File: config.mk
export PLATFORM = sky130hd
export DESIGN_NAME = led_blink_scheduler
export DESIGN_NICKNAME = d
export VERILOG_FILES = /design/src/rtl/led_blink_scheduler.sv
export SDC_FILE = /design/constraint.sdc
export NUM_CORES = 1
export LEC_CHECK = 0
export ABC_CLOCK_PERIOD_IN_PS = 4400
export CAP_MARGIN = 10
export CELL_PAD_IN_SITES_DETAIL_PLACEMENT = 1
export CELL_PAD_IN_SITES_GLOBAL_PLACEMENT = 2
export CORE_AREA = 8 8 104 106
export CTS_BUF_LIST = sky130_fd_sc_hd__clkbuf_16
export CTS_CLUSTER_DIAMETER = 150
export DETAILED_ROUTE_END_ITERATION = 8
export DIE_AREA = 0 0 112 114
export PLACE_DENSITY = 0.78
export SYNTH_ARGS = -nofsm -noshare
export SYNTH_HDL_FRONTEND = slang
export SYNTH_SLANG_ARGS = --single-unit
File: constraint.sdc
create_clock -name i_Clk -period 4.4 [get_ports i_Clk]
set_input_delay 1.1 -clock i_Clk [delete_from_list [all_inputs] [get_ports i_Clk]]
set_output_delay 1.1 -clock i_Clk [all_outputs]
set_load 0.01 [all_outputs]
File: src/rtl/led_blink_scheduler.sv
// Four-channel LED sequencer: one shared base-tick prescaler and an IDLE/BLINK/CHASE/ALL_ON mode FSM.
// Outputs registered, mode and entry LEDs update on the pulse edge; no backpressure, every pulse honoured.
module led_blink_scheduler #(
  parameter int CLKS_PER_TICK = 250000,
  parameter int HALF_1        = 5,
  parameter int HALF_2        = 10,
  parameter int HALF_3        = 25,
  parameter int HALF_4        = 50,
  parameter int CHASE_TICKS   = 25
) (
  input  logic       i_Clk,
  input  logic       i_Rst_L,
  input  logic       i_Mode_Pulse,
  output logic [1:0] o_Mode,
  output logic       o_Tick,
  output logic       o_LED_1,
  output logic       o_LED_2,
  output logic       o_LED_3,
  output logic       o_LED_4
);

  localparam int            PW         = $clog2(CLKS_PER_TICK);
  localparam logic [PW-1:0] PRESC_LAST = PW'(CLKS_PER_TICK - 1);
  localparam logic [7:0]    CHASE_LAST = 8'(CHASE_TICKS - 1);

  typedef enum logic [1:0] {
    IDLE   = 2'd0,
    BLINK  = 2'd1,
    CHASE  = 2'd2,
    ALL_ON = 2'd3
  } mode_t;

  mode_t         mode_q, mode_d;
  logic [PW-1:0] presc_q;
  logic          tick;
  logic [7:0]    ch_cnt_q [4];
  logic [7:0]    half_last [4];
  logic [7:0]    dwell_q;
  logic [1:0]    chase_idx_q;
  logic [3:0]    led_q;

  assign half_last[0] = 8'(HALF_1 - 1);
  assign half_last[1] = 8'(HALF_2 - 1);
  assign half_last[2] = 8'(HALF_3 - 1);
  assign half_last[3] = 8'(HALF_4 - 1);

  assign tick = (presc_q == PRESC_LAST);

  always_ff @(posedge i_Clk) begin
    if (!i_Rst_L) mode_q <= IDLE;
    else          mode_q <= mode_d;
  end

  always_comb begin
    mode_d = mode_q;
    if (i_Mode_Pulse) begin
      case (mode_q)
        IDLE:   mode_d = BLINK;
        BLINK:  mode_d = CHASE;
        CHASE:  mode_d = ALL_ON;
        ALL_ON: mode_d = IDLE;
      endcase
    end
  end

  always_ff @(posedge i_Clk) begin
    if (!i_Rst_L) begin
      presc_q     <= '0;
      o_Tick      <= 1'b0;
      dwell_q     <= '0;
      chase_idx_q <= '0;
      led_q       <= '0;
      for (int k = 0; k < 4; k++) ch_cnt_q[k] <= '0;
    end else begin
      presc_q <= tick ? '0 : presc_q + PW'(1);
      o_Tick  <= tick;
      if (i_Mode_Pulse) begin
        // A tick landing on the pulse edge is dropped so every mode starts from a full period.
        for (int k = 0; k < 4; k++) ch_cnt_q[k] <= '0;
        dwell_q     <= '0;
        chase_idx_q <= '0;
        case (mode_d)
          IDLE:   led_q <= 4'b0000;
          BLINK:  led_q <= 4'b0000;
          CHASE:  led_q <= 4'b0001;
          ALL_ON: led_q <= 4'b1111;
        endcase
      end else if (tick) begin
        case (mode_q)
          BLINK: begin
            for (int k = 0; k < 4; k++) begin
              if (ch_cnt_q[k] == half_last[k]) begin
                ch_cnt_q[k] <= '0;
                led_q[k]    <= ~led_q[k];
              end else begin
                ch_cnt_q[k] <= ch_cnt_q[k] + 8'd1;
              end
            end
          end
          CHASE: begin
            if (dwell_q == CHASE_LAST) begin
              dwell_q     <= '0;
              chase_idx_q <= chase_idx_q + 2'd1;
              led_q       <= 4'b0001 << (chase_idx_q + 2'd1);
            end else begin
              dwell_q <= dwell_q + 8'd1;
            end
          end
          default: ;
        endcase
      end
    end
  end

  assign o_Mode  = mode_q;
  assign o_LED_1 = led_q[0];
  assign o_LED_2 = led_q[1];
  assign o_LED_3 = led_q[2];
  assign o_LED_4 = led_q[3];

endmodule

==> impl_summary.log <==
INFO  metric run_status = finished clean
INFO  metric detailedPlacementHpwl = approximately 6300 microns
INFO  metric max_rail_drop_vdd = roughly 0.16 mV
INFO  metric synth.ff_latch_count = 67
INFO  metric slew_headroom = between 20 and 25%
INFO  metric cpPeakStageDelay = 680 ps
INFO  metric final_hold_viol_count = 0
INFO  metric clk_pin_slew_worst_paths = around 60 ps
INFO  metric synth-edff-count = 24
INFO  metric grt_util_all_layers = around 15%
INFO  metric worst_slew_pin_slew = 1160 ps
INFO  metric power_total = 1.47 mW
INFO  metric drive_gt1_share = roughly 6.1%
INFO  metric report.final.setup_viol = 0
INFO  metric die-height = roughly 110 microns
INFO  metric cts.sinks = 67
INFO  metric worst_clock_skew = approximately 4.4 ps
INFO  metric grt_setup_unrepaired = false
INFO  metric place.gp.congestion = between 0.7 and 0.8
INFO  metric critical_path.top_delay_family = simple AND/OR/NAND/NOR gates
INFO  metric synth_sequential_area_ratio = 43.2%
INFO  metric power-per-cell-area = approximately 360 nW/um^2
INFO  metric placementRows = 35
INFO  metric holdBufCountCts = 0
INFO  metric postSynthAreaPerCell = a little over 9 sq um
INFO  metric path_cells = clkdlybuf4s50_1 > nand2b_1 > a31o_2 > or4_1 > nor2_1
INFO  metric post-route-min-period = just under 3000 ps
INFO  metric number_of_vias_after_detailed_routing = 2,972
INFO  metric post_cts_resized = 0
INFO  metric num_io_pins = 10
INFO  metric synth-async-reset-ratio = 0%
INFO  metric antenna_cells = 0
INFO  metric worst_slack = ~1500 ps
INFO  metric gr-total-overflow = 0
INFO  metric finalSetupTns = 0 ps
INFO  metric min-delay-path-class = reg -> reg
INFO  metric tritoncts_clock_tree = done
INFO  metric fmax = 0.343 GHz
INFO  metric grt_first_pass_wirelength = around 16,000 microns
INFO  metric fp.dieArea = around 13,000 sq um
INFO  metric syn-instance-count = 400
INFO  metric floorplan.die.width = 112 microns
INFO  metric cts_post_setup_buffers_inserted = 0
INFO  metric clock_insertion_delay_worst_skew = approximately 330 ps
INFO  metric post_route_fraction_of_the_period_consumed_by_the_critical_path = between 60% and 70%
INFO  metric initial_utilization = 40.2%
INFO  metric worstPathBufferInverterCount = 1
INFO  metric syn2layout_area_growth = 12.3%
INFO  metric cts-buffers-inserted = 9
INFO  metric cp_data_required_time = 4580 ps
INFO  metric clock_tree.root_cell = sky130_fd_sc_hd__clkbuf_16
INFO  metric worstSetupEndpointType = register
INFO  metric detailedPlace.worstSlack = between 1000 and 1500 ps
INFO  metric critPathArrivalTime = slightly above 3000 ps
INFO  metric drv.max_cap_violation_count = 0
INFO  metric worstSetupStartpointType = primary input
INFO  metric worst-path-max-fanout = 16
INFO  metric final_core_util = a little under half
INFO  metric antenna_violations_before_repair = 0
INFO  metric core-area = between 9000 and 10,000 sq um
INFO  metric drcViolationCount = 0
INFO  metric layout.cells.most_common_list = sky130_fd_sc_hd__nor2_1 (43), sky130_fd_sc_hd__dfxtp_1 (43), sky130_fd_sc_hd__nand2_1 (25)
INFO  metric first_pass_iters = 4
INFO  metric postRouteWirelength = between 8000 and 9000 microns
INFO  metric cts_max_path_buffers = 2
INFO  metric avgRoutedWirePerCell = approximately 17 microns
INFO  metric first_global_vias = roughly 3.2k
INFO  metric yosysWarnings = 0
INFO  metric detail_route.iter0.violations = 108
INFO  metric drv_slew = 0
INFO  metric worst-setup-path-type = in -> reg
INFO  metric final_net_count = 427
INFO  metric drt-vias-per-instance = between 5 and 6
INFO  metric postRouteAntennaNets = 0
INFO  metric synth_unique_cells = 49
INFO  metric fin_worst_hold_slack = about 460 ps
INFO  metric synthesis.area = about 3700 sq um
INFO  metric synth_ff_type = sky130_fd_sc_hd__dfxtp_1
INFO  metric pin_count_of_the_biggest_net_entering_global_routing = 30
INFO  metric h-tree-depth = 3
INFO  metric crit_slowest_cell = sky130_fd_sc_hd__clkdlybuf4s50_1
INFO  metric port_buf_inserts = 9
INFO  metric synthesis.nets = ~420
INFO  metric leakagePower = between 1 and 1.5 nW
## synth_stat cells, types with 2 or more instances
library cell                number  area [sq um]
sky130_fd_sc_hd__ha_1           18           225
sky130_fd_sc_hd__o31ai_1         6          45.0
sky130_fd_sc_hd__nor4bb_1        2          20.0
sky130_fd_sc_hd__nand2_1        25          93.8
sky130_fd_sc_hd__inv_1          21          78.8
sky130_fd_sc_hd__a31o_2          3          26.3
sky130_fd_sc_hd__or3_1           3          18.8
sky130_fd_sc_hd__or4_1           8          60.1
sky130_fd_sc_hd__mux2i_1        10           100
sky130_fd_sc_hd__o22ai_1         2          12.5
sky130_fd_sc_hd__nor4_1         10          62.6
sky130_fd_sc_hd__nand3_1        22           110
sky130_fd_sc_hd__a2111oi_0       2          17.5
sky130_fd_sc_hd__nor2_1         43           161
sky130_fd_sc_hd__and3_1          7          43.8
sky130_fd_sc_hd__or2_2           2          12.5
sky130_fd_sc_hd__a21bo_2         2          20.0
sky130_fd_sc_hd__nand4_1        18           113
sky130_fd_sc_hd__nor2b_1         2          12.5
sky130_fd_sc_hd__o21ai_0        17          85.1
sky130_fd_sc_hd__xor2_1         16           140
sky130_fd_sc_hd__o41ai_1         2          17.5
sky130_fd_sc_hd__a41oi_1         4          35.0
sky130_fd_sc_hd__dfxtp_1        43           861
sky130_fd_sc_hd__a31oi_1         2          12.5
sky130_fd_sc_hd__nand2b_1        7          43.8
sky130_fd_sc_hd__clkbuf_1       12          45.0
sky130_fd_sc_hd__xnor2_1        14           123
sky130_fd_sc_hd__buf_2           3          15.0
sky130_fd_sc_hd__a21oi_1        18          90.1
sky130_fd_sc_hd__and2_1          7          43.8
sky130_fd_sc_hd__nor4b_1         2          17.5
sky130_fd_sc_hd__edfxtp_1       24           721
sky130_fd_sc_hd__nor3_1          8          40.0
## layer usage
metal  global-route usage (%)  share of wire (%)
met5                        0                  0
met2                     25.6                 48
met3                     3.38                3.1
met4                     5.67                1.6
met1                     18.4                 47
## worst paths after layout
check | start | to | slack [ps] | depth (start not counted)
max | i_Mode_Pulse | ch_cnt_q[3][7]$_SDFFCE_PN0P_ | 1480 | 5
min | presc_q[0]$_SDFF_PP0_ | presc_q[0]$_SDFF_PP0_ | 460 | 1
max reg2reg | presc_q[7]$_SDFF_PP0_ | ch_cnt_q[3][4]$_SDFFCE_PN0P_ | 1500 | 3
min reg2reg | presc_q[0]$_SDFF_PP0_ | presc_q[0]$_SDFF_PP0_ | 460 | 1
## cell type report
| cell class | instances | area [sq um] |
|---|---|---|
| Fill cell | 1046 | 5000 |
| Multi-Input combinational cell | 295 | 1920 |
| Timing Repair Buffer | 12 | 113 |
| Clock buffer | 9 | 225 |
| Sequential cell | 67 | 1580 |
| Clock inverter | 7 | 53.8 |
| Inverter | 21 | 78.8 |
| Tap cell | 111 | 139 |
## report_power, final
part	leakage, nW	total [mW]	internal (mW)	switching [mW]
clock network	0.147	0.689	0.428	0.261
logic	0.608	0.0948	0.0404	0.0544
registers	0.609	0.682	0.661	0.0207
## logic make-up after synthesis
logic type | synth area share, %
and+or+nand+nor | 24.9
DFF | 43.2
AOI/OAI and AO/OA | 11.5
buffers and inverters | 4.31
xor gates and xnor gates | 7.18
adders and majority gates | 6.15
muxes | 2.74
## registers in the layout, indices dropped and copies added (netlist names)
name,count
chase_idx_q,2
ch_cnt_q,32
o_Tick,1
dwell_q,8
led_q,4
presc_q,18
o_Mode,2
## stage by stage
step | std cells | area [sq um]
detailed placement | 506 | 3830
floorplan | 400 | 3660
global placement | 506 | 3830
finish | 522 | 4110
CTS | 522 | 4110
global route | 522 | 4110
(Power assumes the default switching activity.)
